### src/rtl/reg_wb_pkg.sv
// +----------------------------------------------------------------------+
// | reg_wb_pkg : shared types and defaults for the write-back arbiter     |
// | Rev 1.0                                                              |
// +----------------------------------------------------------------------+
`default_nettype none

package reg_wb_pkg;

  localparam int DEFAULT_AW = 5;
  localparam int DEFAULT_DW = 32;
  localparam int REG_ZERO   = 0;

  typedef enum logic [1:0] {
    ST_RUN    = 2'd0,
    ST_DRAIN  = 2'd1,
    ST_HALTED = 2'd2
  } wb_state_e;

endpackage

`default_nettype wire

### src/rtl/reg_wb_arbiter_rr.sv
// +----------------------------------------------------------------------+
// | rr_arbiter : combinational round-robin pick starting after ptr        |
// | Rev 1.0                                                              |
// +----------------------------------------------------------------------+
`default_nettype none

module rr_arbiter
  import reg_wb_pkg::*;
#(
  parameter int NREQ = 3,
  parameter int PW   = (NREQ > 1) ? $clog2(NREQ) : 1
) (
  input  logic [NREQ-1:0] req,
  input  logic [PW-1:0]   ptr,
  output logic [NREQ-1:0] grant,
  output logic [PW-1:0]   grant_idx,
  output logic            grant_any
);

  logic [PW:0]   w_sum;
  logic [PW-1:0] w_cand;

  // ptr is always < NREQ, so one conditional subtract implements the wrap.
  always_comb begin
    grant     = '0;
    grant_idx = '0;
    grant_any = 1'b0;
    w_sum     = '0;
    w_cand    = '0;
    for (int k = 1; k <= NREQ; k++) begin
      w_sum = {1'b0, ptr} + (PW+1)'(k);
      if (w_sum >= (PW+1)'(NREQ))
        w_sum = w_sum - (PW+1)'(NREQ);
      w_cand = w_sum[PW-1:0];
      if (!grant_any && req[w_cand]) begin
        grant_any      = 1'b1;
        grant[w_cand]  = 1'b1;
        grant_idx      = w_cand;
      end
    end
  end

endmodule

`default_nettype wire

### src/rtl/reg_wb_arbiter.sv
// +----------------------------------------------------------------------+
// | reg_wb_arbiter : round-robin write-back port sharing with drain       |
// | Rev 1.0                                                              |
// +----------------------------------------------------------------------+
`default_nettype none

module reg_wb_arbiter
  import reg_wb_pkg::*;
#(
  parameter int NREQ = 3,
  parameter int AW   = DEFAULT_AW,
  parameter int DW   = DEFAULT_DW,
  parameter int CW   = 16
) (
  input  logic             clk,
  input  logic             rst_n,
  input  logic [NREQ-1:0]    req_valid,
  output logic [NREQ-1:0]    req_ready,
  input  logic [NREQ*AW-1:0] req_addr,
  input  logic [NREQ*DW-1:0] req_data,
  output logic             wr_valid,
  input  logic             wr_ready,
  output logic [AW-1:0]    wr_addr,
  output logic [DW-1:0]    wr_data,
  input  logic             drain_req,
  output logic             drain_done,
  output logic [CW-1:0]    wr_count
);

  localparam int PW = (NREQ > 1) ? $clog2(NREQ) : 1;

  wb_state_e     r_state;
  wb_state_e     w_state_nxt;
  logic [PW-1:0] r_ptr;
  logic          r_wr_valid;
  logic [AW-1:0] r_wr_addr;
  logic [DW-1:0] r_wr_data;
  logic [CW-1:0] r_wr_count;

  logic [NREQ-1:0] w_grant;
  logic [PW-1:0]   w_grant_idx;
  logic            w_grant_any;
  logic            w_stage_free;
  logic            w_grant_en;
  logic            w_drain_done;
  logic            w_take;
  logic            w_load;
  logic [AW-1:0]   w_sel_addr;
  logic [DW-1:0]   w_sel_data;

  rr_arbiter #(
    .NREQ (NREQ),
    .PW   (PW)
  ) u_rr (
    .req       (req_valid),
    .ptr       (r_ptr),
    .grant     (w_grant),
    .grant_idx (w_grant_idx),
    .grant_any (w_grant_any)
  );

  assign w_stage_free = !r_wr_valid || wr_ready;
  assign w_sel_addr   = req_addr[w_grant_idx*AW +: AW];
  assign w_sel_data   = req_data[w_grant_idx*DW +: DW];
  assign w_take       = w_grant_en && w_grant_any;
  // Writes to register 0 are accepted but never reach the register file.
  assign w_load       = w_take && (w_sel_addr != AW'(REG_ZERO));

  always_ff @(posedge clk or negedge rst_n) begin
    if (!rst_n)
      r_state <= ST_RUN;
    else
      r_state <= w_state_nxt;
  end

  always_comb begin
    w_state_nxt = r_state;
    case (r_state)
      ST_RUN:    if (drain_req) w_state_nxt = ST_DRAIN;
      ST_DRAIN: begin
        // No refill happens here, so a committing stage counts as empty.
        if (!r_wr_valid || wr_ready) w_state_nxt = ST_HALTED;
        else if (!drain_req)         w_state_nxt = ST_RUN;
      end
      ST_HALTED: if (!drain_req) w_state_nxt = ST_RUN;
      default:   w_state_nxt = ST_RUN;
    endcase
  end

  // drain_req blocks grants combinationally, before the state changes.
  always_comb begin
    w_grant_en   = 1'b0;
    w_drain_done = 1'b0;
    case (r_state)
      ST_RUN:    w_grant_en   = !drain_req && w_stage_free;
      ST_HALTED: w_drain_done = 1'b1;
      default:   ;
    endcase
  end

  always_ff @(posedge clk or negedge rst_n) begin
    if (!rst_n) begin
      r_ptr      <= PW'(NREQ-1);
      r_wr_valid <= 1'b0;
      r_wr_addr  <= '0;
      r_wr_data  <= '0;
      r_wr_count <= '0;
    end else begin
      if (w_take)
        r_ptr <= w_grant_idx;
      if (w_load) begin
        r_wr_valid <= 1'b1;
        r_wr_addr  <= w_sel_addr;
        r_wr_data  <= w_sel_data;
      end else if (wr_ready) begin
        r_wr_valid <= 1'b0;
      end
      if (r_wr_valid && wr_ready)
        r_wr_count <= r_wr_count + CW'(1);
    end
  end

  assign req_ready  = w_grant_en ? w_grant : '0;
  assign wr_valid   = r_wr_valid;
  assign wr_addr    = r_wr_addr;
  assign wr_data    = r_wr_data;
  assign wr_count   = r_wr_count;
  assign drain_done = w_drain_done;

endmodule

`default_nettype wire

### config.mk
export PLATFORM = sky130hd
export DESIGN_NAME = reg_wb_arbiter
export DESIGN_NICKNAME = d
export VERILOG_FILES = /design/src/rtl/reg_wb_pkg.sv /design/src/rtl/reg_wb_arbiter_rr.sv /design/src/rtl/reg_wb_arbiter.sv
export SDC_FILE = /design/constraint.sdc
export NUM_CORES = 1
export LEC_CHECK = 0
export CAP_MARGIN = 15
export CORE_MARGIN = 5
export CORE_UTILIZATION = 44
export CTS_CLUSTER_DIAMETER = 60
export CTS_CLUSTER_SIZE = 25
export DETAILED_ROUTE_END_ITERATION = 6
export PLACE_DENSITY = 0.86
export SETUP_SLACK_MARGIN = 0.2
export SLEW_MARGIN = 20
export SYNTH_ARGS = -nofsm -noshare
export SYNTH_HDL_FRONTEND = slang
export SYNTH_HIERARCHICAL = 1
export SYNTH_SLANG_ARGS = --single-unit
### constraint.sdc
create_clock -name clk -period 6.01 [get_ports clk]
set_clock_uncertainty 0.15 [all_clocks]
set_input_delay 1.202 -clock clk [delete_from_list [all_inputs] [get_ports clk]]
set_output_delay 1.202 -clock clk [all_outputs]
set_load 0.02 [all_outputs]
# After elaboration in Yosys (flattened, before gate mapping)
# Cells that the tools add are included.
# Widths: inputs -> output; s select.
# classes
shift,2
n_mux,33
bitwise_logic,2
mul,1
n_reduce_logical,17
div,0
n_eq_ne,3
add_sub_neg,7
order_cmp,9
# op_table
cell,n
$shiftx 96x8->32,1
$mux 2,9
$add 16x1->16 const B,1
$shiftx 15x6->5,1
$mux 1,13
$mux 3,4
$ge 3x2->1 const B,3
$logic_and 1x1->1,9
$lt 2x3->1 const B,3
$add 2x2->3 const B,2
$bmux 1 s2,3
$demux 1 s2,3
$ge 2x1->1 const B,3
$or 3x3->3,2
$pmux 2 s3,1
$sub 2x2->2 const B,3
$mul 2x3->5 const B,1
$reduce_bool 5->1,1
$logic_not 1->1,4
$add 2x1->3 const B,1
$eq 2x1->1 const B,1
$eq 2x2->1 const B,1
$logic_not 2->1,1
$ne 2x2->1 const B,1
other kinds (2),2
# word_totals
latchBits,0
mem_count,0
ramBits,0
mem_bits_ro,0
out_inout_bits,58
regBits,58

# Logic depth before layout (Yosys ltp)
# logic_depth
word_depth,17
mapped_depth,15
depth_no_buf,11

# Modules after synthesis
# Netlist, hierarchy kept.
# by_module_without_submodules
mod,n_inst,seq_area_each_um2,cells_per_inst,area_per_inst_um2
reg_wb_arbiter,1,1452.6,289,3191.8
rr_arbiter,1,0.0,51,394.1

# Worst setup path after synthesis
# No wires, ideal clock.
# synth_timing
path_kind,input to register
from,input req_valid[1]
to,register r_wr_addr[3] (netlist: wr_addr[3])
cell_stages,12
path_buffers,3
arrival_time_ns,3.558
slack_ns,2.177
cell_sequence,mux2i_1 -> and3_1 -> a21oi_1 -> o21ai_0 -> buf_6 -> mux2i_1 -> o2bb2ai_1 -> nand2b_1 -> o41a_1 -> buf_6 -> buf_6 -> mux2_4
# synth_between
elab_chain_len,13
# synth_lines
element,line,text
start: declaration,reg_wb_arbiter.sv:17,"input logic [NREQ-1:0] req_valid,"
$bmux 1 s2,reg_wb_arbiter_rr.sv:35,if (!grant_any && req[w_cand]) begin
$mux 1 (implied by the code),reg_wb_arbiter_rr.sv:35,
$mux 1,reg_wb_arbiter_rr.sv:35,
$logic_not 1->1,reg_wb_arbiter_rr.sv:35,
$logic_and 1x1->1,reg_wb_arbiter_rr.sv:35,
$mux 1,reg_wb_arbiter_rr.sv:35,
$logic_not 1->1,reg_wb_arbiter_rr.sv:35,
$logic_and 1x1->1,reg_wb_arbiter_rr.sv:35,
$mux 2 *,reg_wb_arbiter_rr.sv:35,
named net w_grant_idx[1],reg_wb_arbiter.sv:41,logic [PW-1:0] w_grant_idx;
$mul 2x3->5 *,reg_wb_arbiter.sv:63,assign w_sel_addr = req_addr[w_grant_idx*AW +: AW];
$shiftx 15x6->5 *,reg_wb_arbiter.sv:63,
$reduce_bool 5->1,reg_wb_arbiter.sv:67,assign w_load = w_take && (w_sel_addr != AW'(REG_ZERO));
$logic_and 1x1->1,reg_wb_arbiter.sv:67,
end signal: assignment,reg_wb_arbiter.sv:113,r_wr_addr <= w_sel_addr;
end: declaration,reg_wb_arbiter.sv:36,logic [AW-1:0] r_wr_addr;
# The timed path passes the listed nets; every way through them passes the cells marked *. The select of a mux whose other input is x is not followed.
# A chain may end at the register's enable or synchronous reset.

# Final worst setup path
# layout_timing
from,input req_valid[1]
to,register r_wr_data[14] (netlist: wr_data[14])
# layout_between
elab_chain_len,13
# layout_lines
element,line,text
$bmux 1 s2,reg_wb_arbiter_rr.sv:35,
$mux 1 (implied by the code),reg_wb_arbiter_rr.sv:35,
$mux 1,reg_wb_arbiter_rr.sv:35,
$logic_not 1->1,reg_wb_arbiter_rr.sv:35,
$logic_and 1x1->1,reg_wb_arbiter_rr.sv:35,
$mux 1,reg_wb_arbiter_rr.sv:35,
$logic_not 1->1,reg_wb_arbiter_rr.sv:35,
$logic_and 1x1->1,reg_wb_arbiter_rr.sv:35,
$mux 2 *,reg_wb_arbiter_rr.sv:35,
named net w_grant_idx[1],reg_wb_arbiter.sv:41,
$mul 2x3->5,reg_wb_arbiter.sv:63,
$shiftx 15x6->5,reg_wb_arbiter.sv:63,
$reduce_bool 5->1,reg_wb_arbiter.sv:67,
$logic_and 1x1->1,reg_wb_arbiter.sv:67,
end signal: assignment,reg_wb_arbiter.sv:114,r_wr_data <= w_sel_data;
end: declaration,reg_wb_arbiter.sv:37,logic [DW-1:0] r_wr_data;
# Marks and branches as above.

==> reports/metrics.yaml <==
run_status:
  status: "complete, no violations"
min_path:
  hold_end: "wr_count[15]"
  hold_depth: 1
  min-delay-start: "wr_count[15]"
  hp-class: "reg -> reg"
clock_tree:
  cts_hold_buffers: 0
  cts-resized-gates: 0
  cts_tree: "done"
  cts_num_sinks: 58
  cts_setup_buffers: 0
  cts_root_buf: "clkbuf_8"
  numCtsBuffers: 9
  clk_pin_slew_ns: 0.07
  clock_latency_ns: 0.32
  h-tree-depth: 3
  cts_max_path_buffers: 2
detailed_routing:
  dr.pass1.iters: 4
  vias: 3259
  vias_per_cell: 5.24
  dr.first_iter.drc_count: 145
  wl_mm: 10.7
  ant_nets: 0
  post-route-drc-count: 0
  routedWlPerCell_um: 17.2
yosys:
  netlist.area_leader.share_pct: 39.8
  ys_dominant_reg_cell: "dfrtp_1"
  synth_fp_nets: 465
  synth-edff-count: 0
  netlist_top_cells_area: "dfrtp_1 (40%), mux2_4 (12%), mux2i_1 (11%)"
  syn_area_mm2: 0.00359
  synth_top_area_cell: "dfrtp_1"
  synth_cell_types: 51
  async_flop_share_pct: 100
  ys_ff_latch: 58
  netlist_instances: 340
  avgSynthCellArea_um2: 10.5
  yosys_warnings: 6
  ys_seq_area_share_pct: 40.5
critical_path:
  critical_path_required_ns: 6.06
  cp.arrival_ns: 5.11
  rr_startpoint: "r_ptr[0]"
  reg2reg_to: "wr_data[14]"
  ff2ff_setup_slack_ns: 1.18
  startpoint_type: "input port"
  critPathMaxFanout: 35
  path_class: "in -> reg"
  reg2reg_depth: 10
  worstSetupEndpointType: "flop"
floorplan:
  chipWidth_um: 100
  fp.dieH_um: 100
  start_util_pct: 44.3
  ios: 176
  die_area_mm2: 0.0101
  row_count: 33
  fp.coreArea_mm2: 0.00809
layout:
  final_cell_mix: "clkdlybuf4s50_1 (174), dfrtp_1 (57), nand2_1 (54), mux2i_1 (40), o21ai_0 (39)"
  final_common_cell: "clkdlybuf4s50_1"
  nets: 637
  drive_gt1_share_pct: 12.0
  sequential_cell_area_mm2: 0.00145
  syn_to_final_growth_pct: 55.9
  multiInputGateArea_mm2: 0.00202
  nFillCells: 643
  antenna_cells: 0
  post-route-util_pct: 69.1
global_routing:
  globalRoute.totalOverflow: 0
  first_global_vias: 3491
  grt_use_total_pct: 20.8
  grt_max_degree: 59
  antenna_found_initial: 0
  grt_pass1_wl_mm: 16.8
timing:
  finalCritPeriodShare_pct: 84.1
  setup_viol: 0
  rsz0062_at_grt: "no"
  hold_viol: 0
  slew_violations: 0
  finalSetupTns_ns: 0
  max_slew.worst_pin.slew_ns: 1.03
  min_period_ns: 5.06
  fin_hold_ws_ns: 0.318
  fmax_mhz: 198
  slew_headroom_pct: 30.9
placed_design:
  place.gp.congestion: 0.874
  place_hpwl_mm: 8.16
  port_buffers: 175
power_and_ir_drop:
  total_power_uw: 2740
  p_per_area_mw_per_mm2: 490
  peakVddDrop_mv: 0.251
  leakage_uw: 0.00232
job:
  cap_violations: 0
## power breakdown
group	leakage [uW]	internal (uW)	switching, uW
Combinational	0.00150	864	866
Clock	0.0000958	189	149
Sequential	0.000726	555	117
Total	0.00232	1610	1130
## logic make-up (layout without fill, tap and decap cells)
logic type	Yosys count	after routing	synth area share, %
muxes	76	76	25.8
xor gates and xnor gates	15	15	3.66
and+or+nand+nor	95	95	12.5
adders and majority gates	7	7	2.44
DFF	58	58	40.5
AOI/OAI and AO/OA	64	64	11.1
buffers and inverters	25	202	3.94
## routing by layer
metal  share of wire, %  vias to the layer above  GRT usage, %
met5                  0                        -             0
met4                1.1                        0          6.94
met3                8.2                       12          5.98
met2                 48                      146          35.3
met1                 43                     1555          25.4
li1                   -                     1546             -
## Yosys cell counts (5+ instances only)
cell,n
o21ai_0,40
buf_1,5
dfrtp_1,57
inv_1,6
buf_6,6
mux2_4,29
clkbuf_1,5
nor2_1,7
nand2_1,54
xnor2_1,12
mux2i_1,40
nand3_1,8
ha_1,7
mux2_1,5
## stage by stage
stage / cell area, um2 / setup slack (ns) / instances
after floorplan: 3590 / 2.18 / 340
after global placement: 5400 / 0.555 / 606
after detailed placement: 5400 / 0.361 / 606
after CTS: 5580 / 0.705 / 622
after global routing: 5590 / 0.724 / 622
final: 5590 / 0.953 / 622
## flip-flops by register name (all words and copies together) (netlist names)
register  cells
wr_addr       5
wr_valid      1
r_state       2
r_ptr         2
wr_data      32
wr_count     16
## final cells by class
type,count,share of cell area [%]
Clock buffer,10,2.28
Sequential cell,58,26.0
Multi-Input combinational cell,257,36.1
Tap cell,105,2.35
Inverter,7,0.470
Timing Repair Buffer,179,31.8
Clock inverter,6,1.03
## how the worst max path moves through the flow
| stage | startpoint | endpoint | slack [ns] | depth (start not counted) |
|---|---|---|---|---|
| floorplan | req_valid[1] | wr_addr[3] | 2.18 | 12 |
| global placement | req_valid[1] | wr_data[14] | 0.56 | 10 |
| detailed placement | req_valid[1] | wr_data[14] | 0.36 | 10 |
| CTS | req_valid[1] | wr_data[14] | 0.70 | 10 |
| global route | req_valid[1] | wr_data[14] | 0.72 | 10 |
| finish | req_valid[1] | wr_data[14] | 0.95 | 10 |
## worst max-delay path, stage by stage
cell and delay (ns):
clkdlybuf4s50_1 0.54, mux2i_1 0.28, and3_1 0.19, a21oi_1 0.06, o21ai_4 0.80, nor2b_2 0.37
a2bb2oi_1 0.30, nand2b_1 0.15, o41a_4 0.79, mux2_1 0.40
Note: power is estimated with default switching activity, not from simulation.
